===== config.mk =====
export PLATFORM = sky130hd
export DESIGN_NAME = spi_xfer_sequencer
export DESIGN_NICKNAME = d
export VERILOG_FILES = /design/src/rtl/spi_xfer_sequencer.sv
export SDC_FILE = /design/constraint.sdc
export NUM_CORES = 1
export LEC_CHECK = 0
export CAP_MARGIN = 40
export CORE_MARGIN = 10
export CORE_UTILIZATION = 60
export DETAILED_ROUTE_END_ITERATION = 16
export GPL_TIMING_DRIVEN = 0
export PLACE_DENSITY = 0.81
export SKIP_CTS_REPAIR_TIMING = 1
export SLEW_MARGIN = 15
export SYNTH_ARGS = -nofsm -noshare
export SYNTH_HDL_FRONTEND = slang
export SYNTH_SLANG_ARGS = --single-unit

===== constraint.sdc =====
create_clock -name clk -period 4.6 [get_ports clk]
set_clock_uncertainty 0.2 [all_clocks]
set_input_delay 0.92 -clock clk [delete_from_list [all_inputs] [get_ports clk]]
set_output_delay 0.92 -clock clk [all_outputs]
set_load 0.1 [all_outputs]

===== src/rtl/spi_xfer_sequencer.sv =====
// spi_xfer_sequencer: TX/RX byte FIFOs around a single-byte SPI master, with inter-byte gap and completion timeout
module spi_xfer_sequencer #(
    parameter int DEPTH          = 8,
    parameter int PTR_W          = 3,
    parameter int GAP_CYCLES     = 2,
    parameter int TIMEOUT_CYCLES = 1023
) (
    input  logic             clk,
    input  logic             rst,
    input  logic             in_valid,
    input  logic [7:0]       in_data,
    output logic             in_ready,
    output logic             out_valid,
    output logic [7:0]       out_data,
    input  logic             out_ready,
    output logic             m_start,
    output logic [7:0]       m_tx_data,
    input  logic [7:0]       m_rx_data,
    input  logic             m_tx_valid,
    output logic             busy,
    output logic [PTR_W:0]   tx_level,
    output logic [PTR_W:0]   rx_level,
    output logic             timeout_err,
    input  logic             clr_err
);
    localparam logic [1:0] IDLE = 2'd0, LAUNCH = 2'd1, WAIT = 2'd2, GAP = 2'd3;
    localparam logic [1:0] POST_WAIT = GAP_CYCLES > 0 ? GAP : IDLE;
    localparam int TW = $clog2(TIMEOUT_CYCLES + 1);
    localparam int GW = GAP_CYCLES > 0 ? $clog2(GAP_CYCLES + 1) : 1;
    localparam logic [TW-1:0] TO_LAST = TW'(TIMEOUT_CYCLES - 1);
    localparam logic [GW-1:0] GAP_LAST = GW'(GAP_CYCLES > 0 ? GAP_CYCLES - 1 : 0);
    localparam logic [PTR_W:0] FULL = (PTR_W + 1)'(DEPTH);

    logic [1:0]       state;
    logic [7:0]       tx_mem [DEPTH];
    logic [7:0]       rx_mem [DEPTH];
    logic [PTR_W-1:0] tx_wr, tx_rd, rx_wr, rx_rd;
    logic [TW-1:0]    to_cnt;
    logic [GW-1:0]    gap_cnt;
    logic             tx_push, tx_pop, rx_push, rx_pop, abort;

    // Launch requires a free RX slot, so the single in-flight byte can always land.
    always_comb begin
        in_ready  = tx_level != FULL;
        out_valid = rx_level != '0;
        out_data  = rx_mem[rx_rd];
        m_start   = state == LAUNCH;
        busy      = state != IDLE || tx_level != '0;
        tx_push   = in_valid && in_ready;
        tx_pop    = state == IDLE && tx_level != '0 && rx_level != FULL;
        rx_pop    = out_valid && out_ready;
        rx_push   = state == WAIT && m_tx_valid;
        abort     = state == WAIT && !m_tx_valid && to_cnt == TO_LAST;
    end

    always_ff @(posedge clk) begin
        if (tx_push) tx_mem[tx_wr] <= in_data;
        if (rx_push) rx_mem[rx_wr] <= m_rx_data;
    end

    always_ff @(posedge clk) begin
        if (rst) begin
            state       <= IDLE;
            tx_wr       <= '0;
            tx_rd       <= '0;
            rx_wr       <= '0;
            rx_rd       <= '0;
            tx_level    <= '0;
            rx_level    <= '0;
            to_cnt      <= '0;
            gap_cnt     <= '0;
            m_tx_data   <= '0;
            timeout_err <= 1'b0;
        end else begin
            if (tx_push) tx_wr <= tx_wr + 1'b1;
            if (tx_pop) tx_rd <= tx_rd + 1'b1;
            if (rx_push) rx_wr <= rx_wr + 1'b1;
            if (rx_pop) rx_rd <= rx_rd + 1'b1;
            if (tx_push != tx_pop) tx_level <= tx_push ? tx_level + 1'b1 : tx_level - 1'b1;
            if (rx_push != rx_pop) rx_level <= rx_push ? rx_level + 1'b1 : rx_level - 1'b1;
            timeout_err <= abort || (timeout_err && !clr_err);
            case (state)
                IDLE: if (tx_pop) begin
                    m_tx_data <= tx_mem[tx_rd];
                    state     <= LAUNCH;
                end
                LAUNCH: begin
                    to_cnt <= '0;
                    state  <= WAIT;
                end
                WAIT: if (rx_push || abort) begin
                    gap_cnt <= '0;
                    state   <= POST_WAIT;
                end else begin
                    to_cnt <= to_cnt + 1'b1;
                end
                default: if (gap_cnt == GAP_LAST) state <= IDLE;
                         else gap_cnt <= gap_cnt + 1'b1;
            endcase
        end
    end
endmodule

==> results of run 1 <==
==> worst register-to-register path, stage by stage, from the launching register on <==
cell and delay (ns):
dfxtp_1 0.43, nor4b_4 0.43, inv_2 0.15, nand2_1 0.37, ha_1 0.36, a21oi_1 0.29, a22oi_2 0.09, a32oi_1 0.27
mux2_1 0.34
==> layer usage <==
| metal | vias to the layer above | track usage, % | routed length [um] |
|---|---|---|---|
| li1 | 2027 | - | - |
| met1 | 2232 | 23.15 | 6089 |
| met2 | 140 | 35.09 | 8666 |
| met3 | 24 | 5.152 | 844 |
| met4 | 0 | 6.548 | 305 |
| met5 | - | 0 | 0 |
==> final timing paths <==
path | from | endpoint | slack, ns | cells past startpoint
worst min register to register | gap_cnt[0] | gap_cnt[0] | 0.26 | 1
worst min-delay path | gap_cnt[0] | gap_cnt[0] | 0.26 | 1
worst max-delay path | register | out_data[7] | 0.40 | 6
worst max register to register | tx_level[0] | tx_level[3] | 1.57 | 8
==> stage by stage <==
| step | hold slack (ns) | setup WS, ns | instances | instance area [um^2] |
|---|---|---|---|---|
| 6_report | 0.2631 | 0.4050 | 732 | 9070 |
| 3_5_place_dp | 0.2570 | 0.8733 | 698 | 8452 |
| 2_1_floorplan | 0.2289 | 1.059 | 461 | 7219 |
| 4_1_cts | 0.2663 | 0.3428 | 730 | 9057 |
| 3_3_place_gp | 0.2429 | 0.5872 | 657 | 7894 |
| 5_1_grt | 0.3025 | 0.2981 | 732 | 9070 |
==> Yosys cell counts (all sizes together), types with 6 or more instances <==
library cell | count | area, um^2
nand3 | 14 | 70.07
o31ai | 6 | 50.05
dfxtp | 46 | 920.9
mux2i | 12 | 120.1
nand2 | 17 | 66.32
xor2 | 8 | 77.58
mux2 | 10 | 112.6
nor2 | 28 | 105.1
inv | 8 | 30.03
ha | 15 | 187.7
clkbuf | 7 | 26.28
edfxtp | 128 | 3844
buf | 12 | 61.30
nor3 | 14 | 70.07
o21ai | 16 | 80.08
nand2b | 8 | 50.05
a21oi | 27 | 135.1
mux4 | 32 | 720.7
==> sequential cells by signal (all words and copies together), names as in the netlist, named ones only <==
| name | flops |
|---|---|
| rx_mem | 64 |
| tx_mem | 64 |
| to_cnt | 10 |
| m_tx_data | 8 |
| rx_level | 4 |
| tx_level | 4 |
| rx_rd | 3 |
| rx_wr | 3 |
| tx_rd | 3 |
| tx_wr | 3 |
| gap_cnt | 2 |
| state | 2 |
| timeout_err | 1 |
==> report_power, final <==
group / leakage [nW] / internal (W) / total [W] / switching [W]
logic: 1.26 / 0.000893 / 0.00228 / 0.00139
clock network: 0.294 / 0.000904 / 0.00148 / 0.000571
registers: 1.53 / 0.00182 / 0.00195 / 0.000135
==> logic make-up (layout without fill, tap and decap cells) <==
family,Yosys count,in the layout,share of synthesized area [%]
AO/OA/AOI/OAI,67,67,6.274
XOR/XNOR,11,11,1.439
adder cells (fa/ha/maj),17,17,3.154
buffers and inverters,27,151,1.629
flip-flops,174,174,66.00
multiplexers,54,54,13.21
AND/OR/NAND/NOR,111,111,8.302
==> layout make-up <==
class	instances	share of cell area, %
Multi-Input combinational cell	260	26.18
Timing Repair Buffer	92	11.28
Clock inverter	12	1.862
Inverter	8	0.3311
Buffer	19	0.9657
Clock buffer	20	4.814
Tap cell	147	2.028
Sequential cell	174	52.53
==> run_results.csv, run 1 <==
group,metric,value,unit
status,outcome,"finished clean",
timing,finalCritPeriodShare,91.20,%
grt,grt_pass1_wl,25100,um
die,io_pins,51,
setup_path,crit_fanout,10,
layout,nNetsFinal,611,
die,die_y,129.7,um
synth,async_flop_share,0,%
synth,syn_avg_cell_area,15.66,um^2
synth,yosysSeqAreaShare,66.00,%
synth,synth_seq_cells,174,
synth,synthDistinctLibCells,52,
timing,setup_tns,0,ns
grt,grt.total_usage,19.87,%
timing,fmax,238.4,MHz
setup_path,crit_arrival,3.08,ns
layout,multi_input_area,0.002375,mm^2
clock_tree,worstSkewPairLatency,0.42,ns
setup_path,cp_num_buf_inv,4,
routing,wl,15910,um
setup_path,endpoint_kind,"primary output",
routing,drtPass1Iterations,7,
hold_path,worst_hold_path_type,"reg2reg",
setup_path,critPathLaunchType,"register",
setup_path,criticalPathCategory,"reg2out",
power,p_leak,3.088,nW
layout,layout_commonest_cell,"edfxtp_1",
grt,grt_start_max_net_pins,17,
routing,num_vias,4423,
routing,vias_per_cell,6.042,
power,total_power,0.005710,W
timing,relSlewSlack,39.63,%
clock_tree,cts-buffers-inserted,17,
layout,seqCellArea,0.004765,mm^2
routing,first_iter_violations,440,
placed_design,dp_hpwl,10660,um
setup_path,crit_chain,"buf_1 > clkbuf_1 > mux4_2 > mux2_2 > clkdlybuf4s50_1 > buf_8",
synth,synth_edf_count,128,
setup_path,slowest_delay,0.60,ns
synth,synth_area,0.007219,mm^2
placed_design,gp_congestion,0.8420,
timing,worst_slew_pin_slew,0.8987,ns
placed_design,port_buffers,49,
layout,fill_cells,673,
die,std_cell_rows,40,
routing,ant_nets,0,
timing,grt_setup_unrepaired,"false",
synth,ys.flop_type,"edfxtp_1",
die,die_w,129.7,um
synth,syn_inst,461,
grt,grt_pass1_vias,4614,
power,irDropWorstVdd,0.0004556,V
layout,area_growth,25.63,%
setup_path,crit_required,3.48,ns
grt,grt_overflow,0,
power,power_density,629.6,mW/mm^2
clock_tree,cts_root_buffer,"clkbuf_16",
die,initial_core_util,60.61,%
routing,drc,0,
layout,fin_util,76.15,%
routing,routedWlPerCell,21.73,um
timing,finalMaxSlewViolations,0,
synth,syn-num-nets,500,
clock_tree,cts.htree.levels,4,
timing,hold_viol_final,0,
setup_path,slowest_stage,"clkbuf_1",
layout,antennaDiodeCount,0,
timing,fin_crit,4.195,ns
clock_tree,clock-sinks,174,
grt,antenna_found_initial,0,
die,core-area,0.01191,mm^2
timing,setup_viol,0,
synth,ys.warnings.count,0,
flow_run,drv_cap,0,
clock_tree,cts_tree,"done",
clock_tree,clock_path_buffers,2,
layout,final_cell_mix,"edfxtp_1 (128), clkdlybuf4s50_1 (49), dfxtp_1 (46)",
setup_path,critical_path.top_delay_family,"buffers and inverters",
clock_tree,clk_pin_slew,0.06,ns
layout,drive_gt1_share,24.10,%
die,die-area,0.01682,mm^2
Power figures use the tool's default switching activity.
==> inputs of run 2 (changes only) <==
--- a/config.mk
+++ b/config.mk
@@ -9,6 +9,7 @@
 export CORE_MARGIN = 10
 export CORE_UTILIZATION = 60
 export DETAILED_ROUTE_END_ITERATION = 16
+export GPL_ROUTABILITY_DRIVEN = 0
 export GPL_TIMING_DRIVEN = 0
 export PLACE_DENSITY = 0.81
 export SKIP_CTS_REPAIR_TIMING = 1
==> results of run 2 <==
The final DEF is identical to that of run 1; final timing and power are the same.
==> inputs of run 3 (changes only) <==
--- a/config.mk
+++ b/config.mk
@@ -7,11 +7,11 @@
 export LEC_CHECK = 0
 export CAP_MARGIN = 40
 export CORE_MARGIN = 10
-export CORE_UTILIZATION = 60
+export CORE_UTILIZATION = 58
 export DETAILED_ROUTE_END_ITERATION = 16
 export GPL_ROUTABILITY_DRIVEN = 0
 export GPL_TIMING_DRIVEN = 0
-export PLACE_DENSITY = 0.81
+export PLACE_DENSITY = 0.79
 export SKIP_CTS_REPAIR_TIMING = 1
 export SLEW_MARGIN = 15
 export SYNTH_ARGS = -nofsm -noshare
==> constraint.sdc (replaced) <==
create_clock -name clk -period 3.9 [get_ports clk]
set_clock_uncertainty 0.2 [all_clocks]
set_input_delay 0.78 -clock clk [delete_from_list [all_inputs] [get_ports clk]]
set_output_delay 0.78 -clock clk [all_outputs]
set_load 0.1 [all_outputs]
==> run 3 against run 2 <==
Compared with the run above: worst hold slack better by 0.011 ns; non-clock buffer count down 3; flip-flop and latch count unchanged; critical endpoint is now out_data[2]; largest power group unchanged.
==> run_results.csv, run 3 (synthesis results as in run 1) <==
group,metric,value,unit
grt,grt_start_max_net_pins,17,
setup_path,critPathLaunchType,"register",
timing,relSlewSlack,42.61,%
layout,stdcell_count,750,
hold_path,whs_path_depth,1,
hold_path,hp-start,"gap_cnt[0]",
timing,whs,0.2740,ns
routing,drtPass1Iterations,5,
die,initial_core_util,59.61,%
layout,area_growth,26.86,%
routing,dr.max_layer_used,"met4",
routing,wl_met2,8438,um
die,std_cell_rows,40,
grt,antenna_found_initial,0,
die,die-area,0.01731,mm^2
setup_path,slowest_delay,0.46,ns
timing,finalMaxSlewViolations,0,
timing,layout_setup_ws,0.1662,ns
status,outcome,"finished clean",
power,irDropWorstVdd,0.0004903,V
setup_path,crit_required,2.92,ns
layout,nNetsFinal,608,
timing,hold_viol_final,0,
clock_tree,clock_path_buffers,2,
layout,antennaDiodeCount,0,
timing,setup_viol,0,
routing,dr_wl_met3,550,um
setup_path,reg2reg_depth,8,
clock_tree,cts.htree.levels,4,
routing,wl,15680,um
setup_path,criticalPathCategory,"reg2out",
power,power_density,750.2,mW/mm^2
layout,final_cell_mix,"edfxtp_1 (128), clkdlybuf4s50_1 (49), dfxtp_1 (46)",
die,die_y,131.6,um
setup_path,slowest_stage,"clkdlybuf4s50_1",
timing,fin_crit,3.734,ns
grt,grt_overflow,0,
setup_path,crit_fanout,10,
grt,grt_pass1_wl,25030,um
die,die_w,131.6,um
timing,fmax,267.8,MHz
setup_path,rr_startpoint,"tx_level[0]",
die,core-area,0.01211,mm^2
layout,drive_gt1_share,24.23,%
routing,ant_nets,0,
timing,finalCritPeriodShare,95.74,%
die,io_pins,51,
clock_tree,clk_pin_slew,0.06,ns
placed_design,dp_hpwl,10730,um
timing,worst_slew_pin_slew,0.8576,ns
timing,grt_setup_unrepaired,"false",
placed_design,port_buffers,49,
routing,wl_met1,6406,um
routing,routedWlPerCell,20.91,um
hold_path,worst_hold_path_type,"reg2reg",
clock_tree,cts-buffers-inserted,17,
routing,drc,0,
setup_path,endpoint_kind,"primary output",
placed_design,dp.cells,717,
layout,largestRegisters,"rx_mem (64), tx_mem (64), to_cnt (10)",
clock_tree,cts_root_buffer,"clkbuf_16",
routing,vias_per_cell,5.841,
flow_run,drv_cap,0,
power,p_leak,3.116,nW
setup_path,crit_arrival,2.75,ns
grt,grt.total_usage,18.51,%
clock_tree,clock-sinks,174,
routing,first_iter_violations,390,
grt,grt_pass1_vias,4538,
routing,num_vias,4381,
setup_path,crit_chain,"buf_1 > clkbuf_2 > mux4_2 > mux2_2 > clkdlybuf4s50_1 > buf_8",
clock_tree,cts_tree,"done",
layout,layout_commonest_cell,"edfxtp_1",
placed_design,place_ws,0.3477,ns
clock_tree,worstSkewPairLatency,0.42,ns
==> run 3: cell types whose count changed in the layout (fill, tap and decap cells not counted), sizes merged <==
cell and delta:
buf -3, clkinv -2, inv +2, bufinv +1
clkinvlp -1
==> run 3: critical path, delay by kind of cell, from the launching register on <==
family | cells | cell delay, ns
flip-flops | 1 | 0.31
multiplexers | 2 | 0.64
buffers and inverters | 4 | 1.39
==> run 3: final timing paths <==
kind | end | slack (ns)
max | out_data[2] | 0.17
max reg2reg | tx_level[3] | 0.93
min reg2reg | gap_cnt[0] | 0.27
min | gap_cnt[0] | 0.27
==> run 3: cell type report <==
type | count | area [um^2]
flip-flops and latches | 174 | 4765
fillers | 712 | 2953
multi-input cells | 260 | 2375
repair buffers | 89 | 1023
clock buffers | 20 | 456.7
well taps | 168 | 210.2
clock inverters | 12 | 207.7
plain buffers | 19 | 91.34
inverters | 8 | 30.03
==> run 3: layer usage <==
| layer | GRT usage (%) | up-vias |
|---|---|---|
| met1 | 21.37 | 2203 |
| met5 | 0 | - |
| met2 | 32.72 | 122 |
| met3 | 4.116 | 24 |
| met4 | 7.231 | 0 |
| li1 | - | 2032 |
==> run 3: through the flow <==
stage / TNS [ns] / util [%] / area (um^2) / power (W)
detailed placement: 0 / 70.04 / 8483 / 0.005034
CTS: -0.8539 / 75.53 / 9148 / 0.006896
floorplan: 0 / - / 7219 / 0.004081
finish: 0 / 75.62 / 9159 / 0.006871
global route: 0 / 75.62 / 9159 / 0.007134
global placement: 0 / 65.39 / 7920 / 0.004559
==> run 3: report_power, final <==
group / internal, W / total [W] / switching, W
clock network: 0.00118 / 0.00187 / 0.000692
registers: 0.00214 / 0.00229 / 0.000153
logic: 0.00107 / 0.00270 / 0.00164
==> RTL edit (flow settings as in run 2) <==
Register the output `tx_level` once more, with the module's reset; this adds one clock of latency there. The other outputs are not delayed to match.
--- a/src/rtl/spi_xfer_sequencer.sv
+++ b/src/rtl/spi_xfer_sequencer.sv
@@ -33,2 +33,4 @@
 
+    logic [PTR_W:0] tx_level_s0;
+
     logic [1:0]       state;
@@ -43,3 +45,3 @@
     always_comb begin
-        in_ready  = tx_level != FULL;
+        in_ready  = tx_level_s0 != FULL;
         out_valid = rx_level != '0;
@@ -47,5 +49,5 @@
         m_start   = state == LAUNCH;
-        busy      = state != IDLE || tx_level != '0;
+        busy      = state != IDLE || tx_level_s0 != '0;
         tx_push   = in_valid && in_ready;
-        tx_pop    = state == IDLE && tx_level != '0 && rx_level != FULL;
+        tx_pop    = state == IDLE && tx_level_s0 != '0 && rx_level != FULL;
         rx_pop    = out_valid && out_ready;
@@ -67,3 +69,3 @@
             rx_rd       <= '0;
-            tx_level    <= '0;
+            tx_level_s0 <= '0;
             rx_level    <= '0;
@@ -78,3 +80,3 @@
             if (rx_pop) rx_rd <= rx_rd + 1'b1;
-            if (tx_push != tx_pop) tx_level <= tx_push ? tx_level + 1'b1 : tx_level - 1'b1;
+            if (tx_push != tx_pop) tx_level_s0 <= tx_push ? tx_level_s0 + 1'b1 : tx_level_s0 - 1'b1;
             if (rx_push != rx_pop) rx_level <= rx_push ? rx_level + 1'b1 : rx_level - 1'b1;
@@ -101,2 +103,10 @@
     end
+    always_ff @(posedge clk) begin
+        if (rst) begin
+            tx_level <= '0;
+        end else begin
+            tx_level <= tx_level_s0;
+        end
+    end
+
 endmodule
Check against the original RTL: not equivalent (Yosys sat finds a counterexample within 4 cycles, from zero or initial values and one cycle with rst high).
==> RTL edit against run 2 <==
Sequential share of layout area increased by 0.92 points. Highest routed layer unchanged. Count of clock-buffer cells in the layout down 1. Cell count down 0.41%. Final area hardly changed. Area after synthesis increased by 0.85%. Power decreased by 1.3%. First-iteration DRC count up 5.0%. Wire length down 2.2%. Setup slack worse by 36 ps. Critical path depth unchanged. Sequential cell count up 4. Largest power group unchanged.
==> RTL edit: results (changes against run 2) <==
Power and ir drop
  • Max VDD drop: 0.000352 V (was 0.000456 V)
  • Sw frac: 37.3% (was 36.7%)
  • Leakage power total: 3.07 nW (was 3.09 nW)

Detailed routing
  • Drt via density: 6.06 (was 6.04)
  • Uppermost layer routed: met4 (unchanged)
  • Met3 WL: 696 microns (was 844 microns)
  • Total wire length: 15,600 microns (was 15,900 microns)
  • Met1 wire length: 6200 microns (was 6090 microns)
  • Drt pass-1 iters: 4 (was 7)
  • Met2 WL post-DR: 8410 microns (was 8670 microns)
  • DRT iter0 DRCs: 462 (was 440)
  • Wire per inst: 21.3 microns (was 21.7 microns)

Layout
  • Fillcell total: 692 (was 673)
  • Layout cell share with drive strength beyond 1: 22.9% (was 24.1%)
  • Final #Nets: 608 (was 611)

Timing
  • Rel. slew slack: 44.0% (was 39.6%)
  • Worst hold slack: 259 ps (was 263 ps)

Synth
  • Sequential fraction of the synthesis area: 66.5% (was 66.0%)
  • Mapped Nets: 502 (was 500)
  • Post-synthesis average cell area: 15.7 sq um (about the same)
  • Synth async-reset ratio: 0% (unchanged)
  • Commonest cells in the netlist: edfxtp_1 (128), dfxtp_1 (50), mux4_2 (32) (was edfxtp_1 (128), dfxtp_1 (46), mux4_2 (32))
  • Synth area leaders: edfxtp_1 (53%), dfxtp_1 (14%), mux4_2 (9.9%) (was edfxtp_1 (53%), dfxtp_1 (13%), mux4_2 (10%))

Place
  • HPWL after DPL: 10,600 microns (was 10,700 microns)
  • Area after DPL: 8500 sq um (was 8450 sq um)
  • # placed instances: 694 (was 698)
  • Port Buffers: 49 (unchanged)

GRT
  • GR Util All Layers: 20.0% (was 19.9%)
  • Vias in the first global route: 4,748 (was 4,614)
  • First-pass GRT wire length: 25,500 microns (was 25,100 microns)

Clock network
  • CTS Root Cell: clkbuf_16 (unchanged)
  • Htree depth: 4 (unchanged)

Setup path
  • Reg2reg start: tx_level_s0[0] (was tx_level[0])
  • Worst path slowest cell: clkbuf_1 (unchanged)
  • Max incr delay on CP: just under 600 ps
  • Worst reg2reg setup slack: 1800 ps (was 1570 ps)
  • RR Endpoint: tx_level_s0[3] (was tx_level[3])
  • Worst EP arrival: 3110 ps (was 3080 ps)

Hold path
  • Worst Hold Endpoint: to_cnt[8] (was gap_cnt[0])
  • Hold_sp: to_cnt[8] (was gap_cnt[0])
  • Hold Crit Depth: 2 (was 1)

Run status
  • Status: finished, final reports clean (unchanged)
RTL edit: cell count changes after synthesis, moves of 3 or more:
cell and delta:
o21ai_0 -6, nor2b_1 +5, dfxtp_1 +4, mux2_2 +4, o211ai_1 -4, nand3_1 -3
RTL edit: worst max-delay path by stage:
stage / to / slack [ps] / cells past startpoint
2_1_floorplan: out_valid / 1540 / 1
3_3_place_gp: rx_mem[0][2] / 510 / 3
5_1_grt: out_data[4] / 250 / 6
4_1_cts: out_data[3] / 380 / 6
6_report: out_data[3] / 370 / 6
3_5_place_dp: out_data[3] / 900 / 6
RTL edit: layout make-up:
type	instances	area share, %
Tap cell	147	2.03
Inverter	9	0.373
Sequential cell	178	53.5
Buffer	21	1.05
Timing Repair Buffer	87	11.1
Multi-Input combinational cell	255	26.0
Clock inverter	13	1.19
Clock buffer	19	4.78
RTL edit: logic make-up (layout without fill, tap and decap cells):
kind of cell	Yosys count	count (layout)	synth area share (%)
multiplexers	58	58	13.7
AND/OR/NAND/NOR	108	108	7.60
flip-flops	178	178	66.5
XOR/XNOR	12	12	1.55
buffers and inverters	30	149	1.77
adder cells (fa/ha/maj)	17	17	3.13
AO/OA/AOI/OAI	60	60	5.72
RTL edit: tightest hold or removal path, stage by stage, from the launching register on:
cell	delay, ps
dfxtp_1	310
nand2_1	50
mux2i_1	50
RTL edit: per-layer routing:
metal	vias to the layer above	track usage, %
met5	-	0
met4	0	7.74
li1	2021	-
met2	113	34.6
met1	2263	23.8
met3	22	4.58
RTL edit: per-stage QoR:
step                setup WS, ps  utilization [%]  total power [mW]
floorplan                   1540                -              3.53
global placement             508             66.5              3.94
detailed placement           902             71.1              4.34
CTS                          376             75.6              5.66
global route                 249             75.8              5.87
finish                       368             75.8              5.64
RTL edit: power groups by stage:
| stage | logic (mW) | registers (mW) | clock network [mW] |
|---|---|---|---|
| finish | 2.34 | 1.97 | 1.33 |
| global route | 2.48 | 1.98 | 1.41 |
| CTS | 2.36 | 1.97 | 1.34 |
| detailed placement | 2.34 | 2.00 | 0 |
| global placement | 1.95 | 1.99 | 0 |
| floorplan | 1.23 | 2.31 | 0 |
